--- config.mk ---
export PLATFORM = sky130hd
export DESIGN_NAME = fractal_sync_credit_sched
export DESIGN_NICKNAME = d
export VERILOG_FILES = /design/src/rtl/fractal_sync_credit_sched.sv
export SDC_FILE = /design/constraint.sdc
export NUM_CORES = 1
export LEC_CHECK = 0
export CORE_AREA = 2 2 39 41
export CTS_CLUSTER_SIZE = 25
export DETAILED_ROUTE_END_ITERATION = 10
export DIE_AREA = 0 0 41 43
export GPL_TIMING_DRIVEN = 0
export SLEW_MARGIN = 20
export SYNTH_ARGS = -nofsm -noshare
export SYNTH_HDL_FRONTEND = slang
export SYNTH_SLANG_ARGS = --single-unit
--- constraint.sdc ---
create_clock -name clk_i -period 5.15 [get_ports clk_i]
set_input_delay 0.515 -clock clk_i [delete_from_list [all_inputs] [get_ports clk_i]]
set_output_delay 0.515 -clock clk_i [all_outputs]
set_load 0.02 [all_outputs]
--- src/rtl/fractal_sync_credit_sched.sv ---
// Credit-gated round-robin scheduler: pops one non-empty input queue per cycle
// while downstream credits remain and forwards the popped element one cycle later.
module fractal_sync_credit_sched #(
    parameter int unsigned IN_PORTS  = 1,
    parameter int unsigned CREDITS   = 4,
    parameter type         arbiter_t = logic
) (
    input  logic                             clk_i,
    input  logic                             rst_ni,
    output logic                             pop_o     [IN_PORTS],
    input  logic                             empty_i   [IN_PORTS],
    input  arbiter_t                         element_i [IN_PORTS],
    output logic                             valid_o,
    output arbiter_t                         element_o,
    input  logic                             credit_i,
    output logic [$clog2(CREDITS+1)-1:0]     credit_cnt_o,
    output logic                             overflow_o
);

    localparam int unsigned CW = $clog2(CREDITS + 1);
    localparam int unsigned PW = (IN_PORTS > 1) ? $clog2(IN_PORTS) : 1;

    generate
        if (IN_PORTS == 0) begin : g_bad_ports
            $fatal(1, "fractal_sync_credit_sched: IN_PORTS must be at least 1");
        end
        if (CREDITS == 0) begin : g_bad_credits
            $fatal(1, "fractal_sync_credit_sched: CREDITS must be at least 1");
        end
    endgenerate

    logic [CW-1:0] cnt_q;
    logic [PW-1:0] rr_q;
    logic          valid_q;
    arbiter_t      element_q;
    logic          overflow_q;

    logic          found_hi;
    logic          found_lo;
    logic [PW-1:0] hi_idx;
    logic [PW-1:0] lo_idx;
    arbiter_t      hi_elem;
    arbiter_t      lo_elem;
    logic [PW-1:0] grant_idx;
    arbiter_t      grant_elem;
    logic          any_req;
    logic          send;

    // Wrap-around scan split in two: first requester at or above rr_q wins,
    // otherwise the lowest requester overall.
    always_comb begin
        found_hi = 1'b0;
        found_lo = 1'b0;
        hi_idx   = '0;
        lo_idx   = '0;
        hi_elem  = '0;
        lo_elem  = '0;
        for (int unsigned i = 0; i < IN_PORTS; i++) begin
            if (!empty_i[i]) begin
                if (!found_hi && (i >= 32'(rr_q))) begin
                    found_hi = 1'b1;
                    hi_idx   = PW'(i);
                    hi_elem  = element_i[i];
                end
                if (!found_lo) begin
                    found_lo = 1'b1;
                    lo_idx   = PW'(i);
                    lo_elem  = element_i[i];
                end
            end
        end
    end

    always_comb begin
        any_req    = found_lo;
        grant_idx  = found_hi ? hi_idx : lo_idx;
        grant_elem = found_hi ? hi_elem : lo_elem;
        send       = rst_ni && any_req && (cnt_q != '0);
    end

    always_comb begin
        for (int unsigned i = 0; i < IN_PORTS; i++) begin
            pop_o[i] = send && (grant_idx == PW'(i));
        end
    end

    always_ff @(posedge clk_i or negedge rst_ni) begin
        if (!rst_ni) begin
            cnt_q      <= CW'(CREDITS);
            rr_q       <= '0;
            valid_q    <= 1'b0;
            element_q  <= '0;
            overflow_q <= 1'b0;
        end else begin
            valid_q   <= send;
            element_q <= send ? grant_elem : '0;

            if (send) begin
                rr_q <= (grant_idx == PW'(IN_PORTS - 1)) ? '0 : grant_idx + PW'(1);
            end

            // A credit arriving at full count is only an overflow when no send
            // consumes a slot in the same cycle.
            case ({send, credit_i})
                2'b10:   cnt_q <= cnt_q - CW'(1);
                2'b01: begin
                    if (cnt_q == CW'(CREDITS)) begin
                        overflow_q <= 1'b1;
                    end else begin
                        cnt_q <= cnt_q + CW'(1);
                    end
                end
                default: cnt_q <= cnt_q;
            endcase
        end
    end

    assign valid_o      = valid_q;
    assign element_o    = element_q;
    assign credit_cnt_o = cnt_q;
    assign overflow_o   = overflow_q;

endmodule

Yosys cells after proc, flatten, opt, wreduce, memory -nomap -nowiden
Cells that the tools add are included.

Add/subtract/negate cells: 2. Multipliers: 0. Div/mod/pow operators: 0. Order comparisons: 0. Equality and inequality tests: 4. Shifts and indexed selects: 0. Muxes and demuxes: 5. Bitwise gates (word level): 0. Reductions and logical operators: 6.

Operator list (number): 3-bit case mux with 2 select lines (1); 2-bit AND reduction (2); 3-bit by 1-bit adder with 3-bit output (second input constant) (1); 3-bit equality test (second input constant) (1); 1-bit two-way mux (3); 3-bit two-way mux (1); 3-bit nonzero test (1); 3-bit by 1-bit subtractor with 3-bit output (second input constant) (1); 2-bit by 1-bit equality test with 1-bit output (second input constant) (1); 2-bit equality test (second input constant) (1); 1-bit logical AND (2); 2-bit inequality test (second input constant) (1); 2-bit nonzero test (1).

Register bits after elaboration: 6. Latch bits: 0. Memory bits (writable): 0. ROM bits: 0. Input port bits: 5. Word-level logic and storage cells: 21. Memories: 0.

Depth between registers and ports, before layout
Gate-level depths: netlist (run 1).

Depth after elaboration: 6. Gate-level depth with buffers: 8.

Least setup slack after synthesis (run 1)
OpenSTA, ideal clock, no wires.

Path kind: register to register. From: reg cnt_q[1] (netlist: credit_cnt_o[1]). To: reg cnt_q[2] (netlist: credit_cnt_o[2]). Setup time: 85 ps. Arrival time: 2138 ps. Required time: 5065 ps. Path slack: 2927 ps. Stages on the path, launching flop included: 8. Buffers on the path: 0. Period minus slack after synthesis: 2223 ps. Cells stage by stage: dfrtp_1 or2_1 o21a_1 nand2b_1 fa_1 nor4b_2 a2bb2oi_1 o221ai_1.

Longest elaborated chain between the ends: 5.

Ends and longest elaborated chain: start, declared (RTL line 32) `logic [CW-1:0] cnt_q;`; start signal, assigned (RTL line 89) `cnt_q <= CW'(CREDITS);`; start signal, assigned (RTL line 105) `2'b10: cnt_q <= cnt_q - CW'(1);`; start signal, assigned (RTL line 110) `cnt_q <= cnt_q + CW'(1);`; 3-bit nonzero test (*) (RTL line 78) `send = rst_ni && any_req && (cnt_q != '0);`; 1-bit logical AND (*) (RTL line 78); net pop_o (RTL line 10) `output logic pop_o [IN_PORTS],`; 2-bit by 1-bit equality test with 1-bit output / 2-bit equality test (equally long branches) (RTL line 104) `case ({send, credit_i})`; 2-bit inequality test (no line) / 2-bit nonzero test (equally long branches); 2-bit AND reduction (no line).

Mark *: on every way through the listed nets, which the timed path passes. The rest lies on a longest branch. The select of a mux whose other input is x is not followed. A chain may end at the register's enable or synchronous reset.

Worst setup path after layout (run 1)
From: in rst_ni. To: out pop_o.

Longest elaborated chain between the ends: 2.

Ends and longest elaborated chain: start, declared (RTL line 9) `input logic rst_ni,`; 1-bit logical AND (2 in series) (RTL line 78); end, declared (RTL line 10).

Every way passes these cells.

==> impl_metrics.json, run 1 <==
{
  "dr_total_vias": 334,
  "min_period_over_period": 0.552,
  "ys_seq_area_frac": 0.369,
  "worst-r2r-setup-slack_ns": 2.97,
  "layout-drive-gt1-share": 0.226,
  "gp_congestion": 0.724,
  "grt_pass1_vias": 305,
  "ys_types": 28,
  "crit_fanout": 10,
  "crit_end": "pop_o",
  "clock-sinks": 6,
  "grt_max_degree": 11,
  "first_iter_violations": 4,
  "layout_commonest_cell": "clkdlybuf4s50_1",
  "max-cap-violations": 0,
  "crit_path_end_kind": "output pin",
  "ys_ff_latch": 6,
  "cp-startpoint": "rst_ni",
  "wirelength_um": 753,
  "fin_skew_ns": 0.0135,
  "worst-setup-path-type": "primary input to output pin",
  "grt_pass1_wl_um": 1280,
  "drt-pass1-iter-count": 4,
  "cts-resized-gates": 0,
  "p_leak_nw": 0.222,
  "mostFrequentLayoutCells": "clkdlybuf4s50_1 (10), dfrtp_1 (5), nor2b_1 (3), clkbuf_4 (3)",
  "fin_crit_ns": 2.84,
  "ir_drop_mv": 0.145,
  "max_freq_mhz": 352,
  "syn_area_per_cell_um2": 10.5,
  "worstMarginPinSlew_ns": 0.334,
  "final_max_slew_viol_count": 0,
  "synth_nets": 45,
  "grt_usage": 0.104,
  "finalSetupTns_ns": 0,
  "rsz0062_at_grt": "false",
  "post_cts_buffers": 0,
  "netlist_area_um2": 410,
  "hpwl_um": 563,
  "cts_tree": "built",
  "setup_ws_ns": 2.31,
  "die_area_mm2": 0.00176,
  "htreeDepth": 1,
  "timing.rr.start": "credit_cnt_o[1]",
  "r2r_end": "credit_cnt_o[2]",
  "overflow": 0,
  "hold_buffers": 0,
  "holdWs_ns": 0.466,
  "hold_viol": 0,
  "rows": 14,
  "clkLatencyLatePin_ns": 0.25,
  "num_io_pins": 12,
  "die_y_um": 43,
  "place_ws_ns": 2.27,
  "setup_viol": 0,
  "io_buffers": 10,
  "status": "completed",
  "cp.arrival_ns": 2.33,
  "dieWidth_um": 41,
  "syn_inst": 39,
  "holdPathStages": 1,
  "fin_nets": 60,
  "core_mm2": 0.00138,
  "routedWlPerCell_um": 10.9,
  "cts_buffers": 3,
  "synth_warnings": 0,
  "slew_headroom": 0.777,
  "clock_path_buffers": 2,
  "via_per_inst": 4.84,
  "reg2regPathDepth": 7,
  "critPathLaunchType": "primary input",
  "fillers": 140,
  "power.density_mw_per_mm2": 552,
  "worstPathRequired_ns": 4.64,
  "drtAntennaViolNets": 0,
  "cts_root_buf": "clkbuf_4",
  "area_growth_syn_to_layout_pct": 35.7,
  "initial_core_util": 0.297,
  "min_path_type": "register to register",
  "antenna_found_initial": 0,
  "drc": 0,
  "path_clk_slew_ns": 0.04,
  "antenna_cells": 0,
  "final_util": 0.402
}
cells in the mapped netlist, drive strengths merged:
| master | count | area [um2] |
|---|---|---|
| o221ai | 1 | 8.76 |
| a2bb2oi | 1 | 8.76 |
| nand2 | 2 | 7.51 |
| inv | 2 | 7.51 |
| nor2b | 4 | 27.5 |
| xnor2 | 1 | 8.76 |
| a31oi | 1 | 6.26 |
| a211o | 2 | 17.5 |
| nand2b | 1 | 6.26 |
| o21a | 1 | 7.51 |
| mux2 | 1 | 15.0 |
| nor2 | 2 | 7.51 |
| and2 | 1 | 6.26 |
| nand3 | 1 | 5.00 |
| a22oi | 1 | 12.5 |
| nor4b | 1 | 15.0 |
| o21ai | 1 | 5.00 |
| or2 | 3 | 18.8 |
| dfrtp | 5 | 125 |
| buf | 2 | 22.5 |
| a21oi | 1 | 5.00 |
| a41o | 1 | 11.3 |
| a41oi | 1 | 8.76 |
| dfstp | 1 | 26.3 |
| fa | 1 | 20.0 |
report_power, final:
group,internal (W),switching (W)
Clock,0.0000294,0.0000183
Combinational,0.0000885,0.0000742
Sequential,0.0000675,0.0000295
cell type report:
type | instances | area (um2) | area share
flip-flops and latches | 6 | 151 | 0.272
clock buffers | 4 | 26.3 | 0.0472
inverters | 2 | 7.51 | 0.0135
repair buffers | 10 | 100 | 0.180
multi-input cells | 29 | 229 | 0.411
well taps | 16 | 20.0 | 0.0360
plain buffers | 2 | 22.5 | 0.0404
per-layer routing:
metal	vias up	track usage	wire (um)
met3	0	0.0471	26
met1	158	0.142	344
met2	7	0.150	382
li1	169	-	-
met5	-	0	0
met4	0	0.0200	0
through the flow:
step	cells	area, um2	power, W
5_1_grt	69	557	0.000333
3_3_place_gp	65	531	0.000262
4_1_cts	69	557	0.000312
2_1_floorplan	39	410	0.000206
3_5_place_dp	65	531	0.000262
6_report	69	557	0.000307
logic make-up after synthesis:
group | synth area share
DFF | 0.369
buffers and inverters | 0.0732
muxes | 0.0366
and+or+nand+nor | 0.229
xor gates and xnor gates | 0.0213
adders and majority gates | 0.0488
AOI/OAI and AO/OA | 0.223
flip-flops by register name, summed over array words and instances (netlist names):
name          cells
credit_cnt_o      3
element_o         1
overflow_o        1
valid_o           1
critical path, cell delays in order:
cell and delay, ns:
clkdlybuf4s50_1 0.66, nor2b_1 0.21, buf_6 0.16, o21a_1 0.17
clkdlybuf4s50_1 0.61
how the worst min path moves through the flow:
stage | start | to | slack [ns]
after CTS | overflow_o | overflow_o | 0.48
final | overflow_o | overflow_o | 0.47
after floorplan | rst_ni | credit_cnt_o[0] | 0.22
after detailed placement | overflow_o | overflow_o | 0.47
after global routing | overflow_o | overflow_o | 0.50
after global placement | overflow_o | overflow_o | 0.47
No activity file was read; power rests on OpenSTA's default activity.
==> run 2, diff against run 1 <==
==> constraint.sdc (replaced) <==
create_clock -name clk_i -period 2.75 [get_ports clk_i]
set_input_delay 0.275 -clock clk_i [delete_from_list [all_inputs] [get_ports clk_i]]
set_output_delay 0.275 -clock clk_i [all_outputs]
set_load 0.02 [all_outputs]
==> results of run 2 <==
Same layout as run 1 (identical final DEF). Status: completed.
Among the figures that moved: setup slack after placement 2.27 ns -> 0.105 ns; clock-pin slew on the worst setup and hold paths 0.04 ns -> 0.05 ns; setup slack after layout 2.31 ns -> 0.381 ns; hold slack 0.466 ns -> 0.287 ns; end point of the critical path pop_o -> credit_cnt_o[2]; register-to-register setup slack 2.97 ns -> 0.57 ns; total power 0.000307 W -> 0.000576 W; worst IR drop on VDD 0.145 mV -> 0.272 mV
==> run 3, diff against run 2 <==
==> constraint.sdc (replaced) <==
create_clock -name clk_i -period 2.75 [get_ports clk_i]
set_input_delay 0.275 -clock clk_i [delete_from_list [all_inputs] [get_ports clk_i]]
set_output_delay 0.275 -clock clk_i [all_outputs]
set_load 0.01 [all_outputs]
==> results of run 3 <==
Same layout as run 1 (identical final DEF). Status: completed.
Among the figures that moved: setup slack after placement 2.27 ns -> 0.105 ns; clock-pin slew on the worst setup and hold paths 0.04 ns -> 0.05 ns; setup slack after layout 2.31 ns -> 0.381 ns; hold slack 0.466 ns -> 0.287 ns; end point of the critical path pop_o -> credit_cnt_o[2]; register-to-register setup slack 2.97 ns -> 0.57 ns; total power 0.000307 W -> 0.000550 W; worst IR drop on VDD 0.145 mV -> 0.265 mV
